### src/rtl/rst_seq_pkg.sv
// rst_sequencer shared types: FSM states, reset-cause codes
// and counter sizing helper.
package rst_seq_pkg;

  typedef enum logic [2:0] {
    RESET,
    WAIT_LOCK,
    HOLD,
    REL_PERIPH,
    RUN
  } state_e;

  localparam logic [1:0] CAUSE_PIN  = 2'b00;
  localparam logic [1:0] CAUSE_LOCK = 2'b01;
  localparam logic [1:0] CAUSE_SW   = 2'b10;
  localparam logic [1:0] CAUSE_WDT  = 2'b11;

  function automatic int cnt_width(
    input int a,
    input int b,
    input int c
  );
    int m;
    m = (a > b) ? a : b;
    m = (m > c) ? m : c;
    return (m < 2) ? 1 : $clog2(m);
  endfunction

endpackage

### src/rtl/sync_cell.sv
// N-stage synchronizer, cleared asynchronously by rst_n.
// Used for both the reset-release chain and the PLL lock.
module sync_cell #(
  parameter int N = 2
) (
  input  logic clk,
  input  logic rst_n,
  input  logic d_i,
  output logic q_o
);

  logic [N-1:0] sync_q;

  // shift d_i through N flops; rst_n clears the whole chain
  always_ff @(posedge clk or negedge rst_n) begin
    if (!rst_n) begin
      sync_q <= '0;
    end else begin
      sync_q <= {sync_q[N-2:0], d_i};
    end
  end

  assign q_o = sync_q[N-1];

endmodule

### src/rtl/rst_sequencer.sv
// Board reset conditioner: ordered periph/core release.
// Optional watchdog: define RST_SEQ_WDT_EN.
module rst_sequencer
  import rst_seq_pkg::*;
#(
  parameter int SYNC_STAGES  = 2,
  parameter int HOLD_CYCLES  = 16,
  parameter int PERIPH_DELAY = 8,
  parameter int WDT_CYCLES   = 50_000_000
) (
  input  logic       clk,
  input  logic       rst_n,
  input  logic       pll_locked,
  input  logic       sw_rst_req,
  input  logic       wdt_kick,
  output logic       periph_rst,
  output logic       soc_rst,
  output logic       ready,
  output logic [1:0] rst_cause
);

  localparam int CW =
    cnt_width(HOLD_CYCLES, PERIPH_DELAY, WDT_CYCLES);

  localparam logic [CW-1:0] CNT_ONE = CW'(1);
  localparam logic [CW-1:0] HOLD_LAST =
    CW'(HOLD_CYCLES - 1);
  localparam logic [CW-1:0] PDLY_LAST =
    CW'(PERIPH_DELAY - 1);

  logic rst_ok;
  logic lock_s;

  state_e        state_q;
  logic [CW-1:0] cnt_q;
  logic          periph_q;
  logic          soc_q;
  logic          ready_q;
  logic [1:0]    cause_q;

  sync_cell #(
    .N(SYNC_STAGES)
  ) u_rst_ok (
    .clk  (clk),
    .rst_n(rst_n),
    .d_i  (1'b1),
    .q_o  (rst_ok)
  );

  sync_cell #(
    .N(SYNC_STAGES)
  ) u_lock (
    .clk  (clk),
    .rst_n(rst_n),
    .d_i  (pll_locked),
    .q_o  (lock_s)
  );

`ifdef RST_SEQ_WDT_EN
  localparam logic [CW-1:0] WDT_LAST =
    CW'(WDT_CYCLES - 1);

  logic wdt_exp;
  assign wdt_exp = (cnt_q == WDT_LAST) && !wdt_kick;
`else
  logic unused_wdt_kick;
  assign unused_wdt_kick = wdt_kick;
`endif

  // sequencer FSM; every pin is a flop written here
  always_ff @(posedge clk or negedge rst_n) begin
    if (!rst_n) begin
      state_q  <= RESET;
      cnt_q    <= '0;
      periph_q <= 1'b1;
      soc_q    <= 1'b1;
      ready_q  <= 1'b0;
      cause_q  <= CAUSE_PIN;
    end else begin
      unique case (state_q)
        RESET: begin
          if (rst_ok) state_q <= WAIT_LOCK;
        end
        WAIT_LOCK: begin
          if (lock_s) begin
            state_q <= HOLD;
            cnt_q   <= '0;
          end
        end
        HOLD: begin
          if (!lock_s) begin
            state_q <= WAIT_LOCK;
            cnt_q   <= '0;
          end else if (cnt_q == HOLD_LAST) begin
            state_q  <= REL_PERIPH;
            cnt_q    <= '0;
            periph_q <= 1'b0;
          end else begin
            cnt_q <= cnt_q + CNT_ONE;
          end
        end
        REL_PERIPH: begin
          if (!lock_s) begin
            state_q  <= WAIT_LOCK;
            cnt_q    <= '0;
            periph_q <= 1'b1;
          end else if (cnt_q == PDLY_LAST) begin
            state_q <= RUN;
            cnt_q   <= '0;
            soc_q   <= 1'b0;
            ready_q <= 1'b1;
          end else begin
            cnt_q <= cnt_q + CNT_ONE;
          end
        end
        RUN: begin
          if (!lock_s) begin
            state_q  <= WAIT_LOCK;
            cnt_q    <= '0;
            periph_q <= 1'b1;
            soc_q    <= 1'b1;
            ready_q  <= 1'b0;
            cause_q  <= CAUSE_LOCK;
          end
`ifdef RST_SEQ_WDT_EN
          else if (wdt_exp) begin
            state_q  <= WAIT_LOCK;
            cnt_q    <= '0;
            periph_q <= 1'b1;
            soc_q    <= 1'b1;
            ready_q  <= 1'b0;
            cause_q  <= CAUSE_WDT;
          end
`endif
          else if (sw_rst_req) begin
            state_q  <= WAIT_LOCK;
            cnt_q    <= '0;
            periph_q <= 1'b1;
            soc_q    <= 1'b1;
            ready_q  <= 1'b0;
            cause_q  <= CAUSE_SW;
          end
`ifdef RST_SEQ_WDT_EN
          else if (wdt_kick) begin
            cnt_q <= '0;
          end else begin
            cnt_q <= cnt_q + CNT_ONE;
          end
`endif
        end
        default: begin
          state_q  <= RESET;
          cnt_q    <= '0;
          periph_q <= 1'b1;
          soc_q    <= 1'b1;
          ready_q  <= 1'b0;
        end
      endcase
    end
  end

  assign periph_rst = periph_q;
  assign soc_rst    = soc_q;
  assign ready      = ready_q;
  assign rst_cause  = cause_q;

endmodule

### config.mk
export PLATFORM = sky130hd
export DESIGN_NAME = rst_sequencer
export DESIGN_NICKNAME = d
export VERILOG_FILES = /design/src/rtl/rst_seq_pkg.sv /design/src/rtl/sync_cell.sv /design/src/rtl/rst_sequencer.sv
export SDC_FILE = /design/constraint.sdc
export NUM_CORES = 1
export LEC_CHECK = 0
export ABC_CLOCK_PERIOD_IN_PS = 6000
export CAP_MARGIN = 30
export CELL_PAD_IN_SITES_DETAIL_PLACEMENT = 1
export CELL_PAD_IN_SITES_GLOBAL_PLACEMENT = 1
export CORE_UTILIZATION = 52
export CTS_CLUSTER_DIAMETER = 60
export DETAILED_ROUTE_END_ITERATION = 12
export DONT_BUFFER_PORTS = 1
export PLACE_DENSITY = 0.83
export SKIP_CTS_REPAIR_TIMING = 1
export SLEW_MARGIN = 20
export SYNTH_ARGS = -nofsm -noshare
export SYNTH_HDL_FRONTEND = slang
export SYNTH_SLANG_ARGS = --single-unit
### constraint.sdc
create_clock -name clk -period 6 [get_ports clk]
set_input_delay 0.9 -clock clk [delete_from_list [all_inputs] [get_ports clk]]
set_output_delay 0.9 -clock clk [all_outputs]
set_load 0.01 [all_outputs]
; ---- Yosys cells after proc, flatten, opt, wreduce, memory -nomap -nowiden
; Index checks and enable logic that the tools add are counted.
[classes]
order_cmp = 0
muxes = 33
div = 0
multipliers = 0
n_bitwise = 3
shift = 0
add_sub_neg = 1
reduce_logical = 8
eq_ne = 17
[op_table]
columns = op, count
row1 = 2-to-1 mux 26 bit, 7
row2 = case mux 26 bit (5 select lines), 1
row3 = "adder 26 x 1 -> 26 bit, second input constant", 1
row4 = "== test 26 x 3 -> 1 bit, second input constant", 1
row5 = "== test 26 x 4 -> 1 bit, second input constant", 1
row6 = 2-to-1 mux 3 bit, 8
row7 = case mux 3 bit (5 select lines), 1
row8 = 2-to-1 mux 1 bit, 11
row9 = AND reduction 5 bit, 2
row10 = "!= test 3 bit, second input constant", 3
row11 = "!= test 2 x 1 -> 1 bit, second input constant", 4
row12 = "!= test 2 bit, second input constant", 4
row13 = "== test 3 x 2 -> 1 bit, second input constant", 2
row14 = case mux 1 bit (3 select lines), 2
row15 = 2-to-1 mux 2 bit, 2
row16 = case mux 1 bit (4 select lines), 1
row17 = AND reduction 4 bit, 1
row18 = "== test 3 x 1 -> 1 bit, second input constant", 1
row19 = "== test 3 bit, second input constant", 1
row20 = logical NOT 3 bit, 1
row21 = NOT 1 bit, 3
row22 = AND reduction 3 bit, 1
row23 = OR reduction 3 bit, 1
row24 = AND reduction 2 bit, 1
row25 = OR reduction 2 bit, 1
[word_totals]
ram_bits = 0
rom_bits = 0
latch_bits = 0
inputBits = 5
elab_cells = 70
out_inout_bits = 5
register_bits = 38
memories = 0

; ---- Logic depth before layout (Yosys ltp)
; Gate-level depths: netlist of run 1.
[logic_depth]
depth_word = 4
depth_mapped = 8
depth_no_buf = 6

; ---- Modules after synthesis
; From an unflattened synthesis of run 1, not the netlist that was laid out.
[unflattened]
cells_unflattened = 215
area_unflattened_um2 = 2074.5
[by_module_without_submodules]
columns = mod, area_each_um2, n_inst, cells_per_inst, seq_area_each_um2
row1 = rst_sequencer, 1974.4, 1, 211, 853.3
row2 = sync_cell, 50.0, 2, 2, 50.0

; ---- Least setup slack after synthesis of run 1
; Ideal clock, no wire load.
[synth_path]
path_type = input to register
start = input port sw_rst_req
end = register cnt_q[5]
setup_ps = 77
cell_stages = 5
path_buffers = 1
t_required_ps = 5923
t_arrival_ps = 1950
slack_ps = 3973
path_cell_list = nand2b_1 -> a21boi_1 -> clkbuf_1 -> a21oi_1 -> a21oi_1
[synth_via]
elab_chain_cells = 2
[synth_lines]
columns = item, line
row1 = from (decl), rst_sequencer.sv:14  ; input logic sw_rst_req,
row2 = != test 3 bit (no line), n/a
row3 = AND reduction 3 bit (no line), n/a
row4 = to (signal assigned), rst_sequencer.sv:99  ; cnt_q <= cnt_q + CNT_ONE;
row5 = to (signal assigned), rst_sequencer.sv:113  ; cnt_q <= cnt_q + CNT_ONE;
row6 = to (decl), rst_sequencer.sv:35  ; logic [CW-1:0] cnt_q;
; No other way between the ends.
; A chain may end at the register's enable or synchronous reset.

; ---- Worst setup path after layout of run 1
[layout_path]
start = register state_q[1]
end = register cnt_q[21]
[layout_via]
elab_chain_cells = 3
word_cells_on_any_way = 10
classes_between = 6 x eq/ne / 1 x mux / 1 x bitwise / 2 x reduce/logical
[layout_lines]
columns = item, line
row1 = from (decl), rst_sequencer.sv:34  ; state_e state_q;
row2 = from (signal assigned), rst_sequencer.sv:73  ; state_q <= RESET;
row3 = from (signal assigned), rst_sequencer.sv:82  ; if (rst_ok) state_q <= WAIT_LOCK;
row4 = from (signal assigned), rst_sequencer.sv:86  ; state_q <= HOLD;
row5 = "== test 3 bit, or another cell as far along", rst_sequencer.sv:80  ; unique case (state_q)
row6 = "!= test 3 bit (no line), or another cell as far along", n/a
row7 = AND reduction 3 bit (no line), n/a
; Several ways; a longest one is shown, not always the timed one.

==> results of run 1 <==
==> worst max-delay path by stage <==
| stage | from | to | slack (ns) |
|---|---|---|---|
| after floorplan | sw_rst_req | cnt_q[5] | 3.97 |
| after global placement | cnt_q[10] | cnt_q[23] | 3.62 |
| after detailed placement | cnt_q[10] | cnt_q[23] | 3.53 |
| after CTS | cnt_q[10] | cnt_q[23] | 3.50 |
| after global routing | state_q[1] | cnt_q[21] | 3.28 |
| final | state_q[1] | cnt_q[21] | 3.45 |
==> cells in the final DEF, fill, tap and decap left out, drive strengths merged, types with 2 or more instances in the layout <==
cell type / n
a21oi: 17
a31oi: 11
a41oi: 2
and3: 5
and4: 3
buf: 2
bufinv: 2
clkbuf: 5
dfrtp: 36
dfstp: 2
inv: 8
mux2i: 3
nand2: 22
nand2b: 4
nand3: 11
nand4: 8
nor2: 16
nor2b: 2
nor3: 7
nor4: 7
nor4b: 2
o21a: 2
o21ai: 12
o22a: 3
o31ai: 4
or4: 3
xnor2: 5
==> registers in the layout, indices dropped and copies added (netlist names) <==
signal,flops
u_lock.sync_q,2
state_q,3
soc_rst,1
periph_rst,1
ready,1
cnt_q,26
u_rst_ok.sync_q,2
rst_cause,2
==> kinds of logic (layout without fill, tap and decap cells) <==
| kind of cell | Yosys count | in the layout | synth area share, % |
|---|---|---|---|
| adders and majority gates | 1 | 1 | 0.6001 |
| buffers and inverters | 24 | 18 | 5.763 |
| muxes | 4 | 4 | 1.981 |
| other | 1 | 1 | 0.1799 |
| xor gates and xnor gates | 5 | 5 | 2.101 |
| and+or+nand+nor | 94 | 94 | 25.21 |
| DFF | 38 | 38 | 45.74 |
| AOI/OAI and AO/OA | 61 | 61 | 18.43 |
==> worst reg2reg max path: stages, from the launching register on <==
cell     delay (ns)
dfrtp_1        0.51
nor2b_1        0.37
nand2_1        0.24
a21oi_2        0.55
buf_4          0.38
a41oi_1        0.19
a31oi_1        0.21
==> metal layers <==
layer	share of wire (%)	vias to the layer above	wire, um	GRT usage (%)
met3	3.6	11	191	5.729
met1	45	900	2408	37.63
li1	-	825	-	-
met4	1.4	0	77	8.152
met5	0	-	0	0
met2	50	36	2648	47.68
==> area by class of cell <==
cell class,count,area share [%]
Inverter,8,1.358
Multi-Input combinational cell,166,45.90
Tap cell,48,2.716
Clock inverter,3,3.113
Sequential cell,38,43.12
Clock buffer,5,3.113
Timing Repair Buffer,2,0.6791
==> through the flow <==
step                      cell area, um2  std cells
after floorplan                     2085        228
after global placement              2073        262
after detailed placement            2073        262
after CTS                           2211        270
after global routing                2211        270
final                               2211        270
==> power groups by stage <==
| stage | sequential, mW | clock, mW | combinational [mW] |
|---|---|---|---|
| after floorplan | 0.296 | 0 | 0.125 |
| after global placement | 0.314 | 0 | 0.131 |
| after detailed placement | 0.316 | 0 | 0.142 |
| after CTS | 0.312 | 0.269 | 0.145 |
| after global routing | 0.316 | 0.278 | 0.162 |
| final | 0.313 | 0.266 | 0.145 |
==> results.ini, run 1 <==
[final_layout]
fin_util_pct=59.06
area_delta_synth_final_pct=6.062
nFillCells=449
nNetsFinal=227
regArea_um2=953.4
final_layout_size_suffix_gt1_share_pct=9.009
antenna_cells=0
multi_input_area_um2=1015

[placement]
dpl.hpwl_um=3430
port-buffer-count=0
pre_cts_ws_ns=3.531
gp_congestion=0.7645

[pwr]
sw_frac_of_total_pct=32.15
irDropWorstVdd_uv=184.0
total_power_uw=723.8
p_per_area_nw_per_um2=327.4
p_seq_share_pct=43.2
p_int_uw=491.1
power_frac_comb_pct=20.1
power_switching_uw=232.7
p_leak_nw=0.9138
p_clk_share_pct=36.7

[synthesis]
yosysTopAreaCellShare_pct=43.22
ys_seq_elements=38
synthFlopType=dfrtp_1
syn_nets=234
synth_commonest_cells=36 x dfrtp_1, 22 x nand2_1, 17 x a21oi_1, 16 x nor2_1, 11 x a31oi_1
syn_area_um2=2084
synth_edf_count=0
synthTopCellsByArea=dfrtp_1 43%, a21oi_1 4.1%, nand2_1 4.0%
yosysMostFrequentCell=dfrtp_1
yosys_warnings=0
ys_seq_area_share_pct=45.74
async_flop_share_pct=100.0
avgSynthCellArea_um2=9.143
synth.distinct_cells=48
syn-instance-count=228
yosysTopAreaCell=dfrtp_1

[worst_hold_path]
hold_class=primary input to async pin

[detailed_routing]
ant_nets=0
drt-vias-per-instance=6.563
drtIter0Drc=160
wire_per_inst_um=19.72
wl_um=5325
first_pass_iters=6
route.vias.total=1772
route.detailed.drc=0

[timing]
max_freq_ghz=0.3921
relSlewSlack_pct=56.49
setup_tns_ns=0
setup_viol=0
rsz0062_at_grt=false
worstMarginPinSlew_ns=0.6477
hold_slack_ns=0.2832
fin_skew_ns=0.007980
finalHoldViolations=0
fin_ws_ns=3.450
finalCritPeriodShare_pct=42.51
drv_slew=0
min_period_ns=2.550

[worst_setup_path]
critPathArrivalTime_ns=2.76
startpoint_type=register
rr_endpoint=cnt_q[21]
r2r_cells=6
crit_type=register to register
max_stage_delay_ns=0.55
cp_num_buf_inv=1
required_ns=6.21
r2r_start=state_q[1]
path_max_fanout=24
crit_slowest_cell=a21oi_2
worst_path_dominant_cell_family=compound AO/OA/AOI/OAI gates
path_depth=6
reg2reg_setup_slack_ns=3.45
crit_chain=nor2b_1 > nand2_1 > a21oi_2 > buf_4 > a41oi_1 > a31oi_1
worstSetupEndpointType=register

[cts]
cts.sinks=38
insertion_delay_ns=0.30
path_clk_slew_ns=0.08
h-tree-depth=2
cts-root-buf=clkbuf_8
cts_made_buffers=5
cts_buffer_depth=2
cts_tree=built

[run]
drv_cap=0

[floorplanning]
die_area_um2=4266
io_pins=10
rows=22
die_y_um=65.32
core_area_um2=3744
initial_core_util_pct=55.68
die_x_um=65.32

[global_route]
antenna_found_initial=0
gr-total-overflow=0
grtUsageTotal_pct=28.61
grt_max_degree=39
grt_pass1_wl_um=9163
grt_pass1_vias=1847

[outcome]
status=complete, no violations

Power figures use the tool's default switching activity.
==> inputs of run 2 (changes only) <==
- ABC_CLOCK_PERIOD_IN_PS: 6000 -> 2310
- CORE_UTILIZATION: 52 -> 44
- PLACE_DENSITY: 0.83 -> 0.75
- clock period: 6 -> 2.31 ns (I/O delays scaled with it)
==> results.ini, run 2 (synthesis gave the netlist of run 1 again) <==
[cts]
h-tree-depth=2  ; unchanged
cts.sinks=38  ; unchanged
cts_made_buffers=5  ; unchanged
cts-root-buf=clkbuf_8  ; unchanged
path_clk_slew_ns=0.08  ; about the same
cts_tree=built  ; unchanged
insertion_delay_ns=0.29  ; was 0.30 ns
cts_buffer_depth=2  ; unchanged

[final_layout]
final_layout_size_suffix_gt1_share_pct=14.04  ; was 9.009%
antenna_cells=0  ; unchanged
area_delta_synth_final_pct=12.31  ; was 6.062%
nNetsFinal=240  ; was 227
fin_cells=287  ; was 270
layout_common_cells=36 x dfrtp_1, 22 x nand2_1, 16 x nor2_1, 16 x a21oi_1, 13 x buf_4  ; was 36 x dfrtp_1, 22 x nand2_1, 16 x nor2_1, 16 x a21oi_1, 11 x a31oi_1
final_common_cell=dfrtp_1  ; unchanged
top_regs=cnt_q x26, state_q x3  ; unchanged
largest_register_ffs=26  ; unchanged
regMostFlops=cnt_q  ; unchanged

[detailed_routing]
drtIter0Drc=109  ; was 160
drt-met1-wl_um=2594  ; was 2408 um
first_pass_iters=10  ; was 6
wl_met3_um=184  ; was 191 um
ant_nets=0  ; unchanged
route.detailed.drc=2  ; was 0
wire_per_inst_um=19.25  ; was 19.72 um
route.vias.total=1811  ; was 1772
wl_um=5525  ; was 5325 um
drt-vias-per-instance=6.310  ; was 6.563
top_layer_used=met4  ; unchanged
met2_length_um=2652  ; was 2648 um

[floorplanning]
die_y_um=70.83  ; was 65.32 um
rows=24  ; was 22
die_area_um2=5017  ; was 4266 um2
initial_core_util_pct=46.90  ; was 55.68%
io_pins=10  ; unchanged
die_x_um=70.83  ; was 65.32 um
core_area_um2=4444  ; was 3744 um2

[timing]
setup_tns_ns=0  ; unchanged
finalCritPeriodShare_pct=94.80  ; was 42.51%
setup_viol=0  ; unchanged
finalHoldViolations=0  ; unchanged
rsz0062_at_grt=false  ; unchanged
hold_slack_ns=0.08005  ; was 0.2832 ns
min_period_ns=2.190  ; was 2.550 ns
relSlewSlack_pct=58.71  ; was 56.49%
worstMarginPinSlew_ns=0.6146  ; was 0.6477 ns
fin_ws_ns=0.1201  ; was 3.450 ns
max_freq_ghz=0.4566  ; was 0.3921 GHz
fin_skew_ns=0.006762  ; was 0.007980 ns
drv_slew=0  ; unchanged

[worst_setup_path]
startpoint_type=register  ; unchanged
rr_endpoint=cnt_q[21]  ; unchanged
crit_type=register to register  ; unchanged
critPathArrivalTime_ns=2.35  ; was 2.76 ns
critPathLaunch=cnt_q[7]  ; was state_q[1]
reg2reg_setup_slack_ns=0.12  ; was 3.45 ns
r2r_start=cnt_q[7]  ; was state_q[1]
r2r_cells=6  ; unchanged
path_max_fanout=11  ; was 24
cp-endpoint=cnt_q[21]  ; unchanged
worstSetupEndpointType=register  ; unchanged
required_ns=2.47  ; was 6.21 ns

[pwr]
power_frac_comb_pct=24.4  ; was 20.1%
p_int_mw=1.317  ; was 491.1 uW
power_switching_uw=622.8  ; was 232.7 uW
p_seq_share_pct=40.6  ; was 43.2%
p_per_area_nw_per_um2=828.6  ; was 327.4 nW/um2
p_leak_nw=0.9984  ; was 0.9138 nW
sw_frac_of_total_pct=32.11  ; was 32.15%
p_clk_share_pct=35.1  ; was 36.7%
irDropWorstVdd_uv=430.7  ; was 184.0 uV

[outcome]
violations=DRC
status=complete, but fails checks  ; was complete, no violations

[global_route]
grt_pass1_vias=1910  ; was 1847
grt_pass1_wl_um=9446  ; was 9163 um
antenna_found_initial=0  ; unchanged
gr-total-overflow=0  ; unchanged
grtUsageTotal_pct=24.16  ; was 28.61%
grt_max_degree=39  ; unchanged

[placement]
dp_cells=277  ; was 262
port-buffer-count=0  ; unchanged
dpl.hpwl_um=3728  ; was 3430 um
pre_cts_ws_ns=0.1380  ; was 3.531 ns
gp_congestion=0.8050  ; was 0.7645

[worst_hold_path]
hold_class=primary input to register  ; was primary input to async pin

[run]
drv_cap=0  ; unchanged

[run 2: worst min-delay path by stage]
stage | cells after the start | from | to
3_3_place_gp | 0 | rst_n | state_q[2]
3_5_place_dp | 0 | rst_n | ready
5_1_grt | 0 | pll_locked | u_lock.sync_q[0]
2_1_floorplan | 0 | rst_n | cnt_q[0]
6_report | 0 | pll_locked | u_lock.sync_q[0]
4_1_cts | 0 | rst_n | cnt_q[22]
[run 2: stage by stage]
step | power (mW) | cell area (um2) | utilization [%]
global placement | 1.210 | 2161 | 48.62
CTS | 1.922 | 2298 | 51.72
global route | 2.034 | 2341 | 52.67
floorplan | 1.095 | 2085 | -
detailed placement | 1.240 | 2161 | 48.62
finish | 1.940 | 2341 | 52.67
[run 2: power by group through the flow]
stage,combinational [mW],clock (mW),sequential (mW)
after CTS,0.441,0.695,0.786
final,0.473,0.680,0.787
after detailed placement,0.440,0,0.800
after floorplan,0.325,0,0.769
after global placement,0.417,0,0.793
after global routing,0.514,0.725,0.796
[run 2: worst max-delay path, stage by stage (launching register included)]
cell and delay (ns):
dfrtp_1 0.43, or4_1 0.56, nor4b_2 0.33, a21oi_2 0.22, buf_4 0.23, a41oi_1 0.22, a31oi_1 0.06
[run 2: cell type report]
| type | instances | area, um2 |
|---|---|---|
| tap | 52 | 65.06 |
| inverter | 8 | 30.03 |
| multi-input combinational | 166 | 1027 |
| fill | 506 | 2103 |
| clock inverter | 3 | 68.82 |
| clock buffer | 5 | 68.82 |
| timing repair buffer | 15 | 127.6 |
| sequential | 38 | 953.4 |
[run 2: per-layer routing]
metal  global-route usage, %  vias up
met4                   8.667        0
met5                       0        -
li1                        -      855
met1                   32.91      911
met2                   38.68       35
met3                   4.558       10
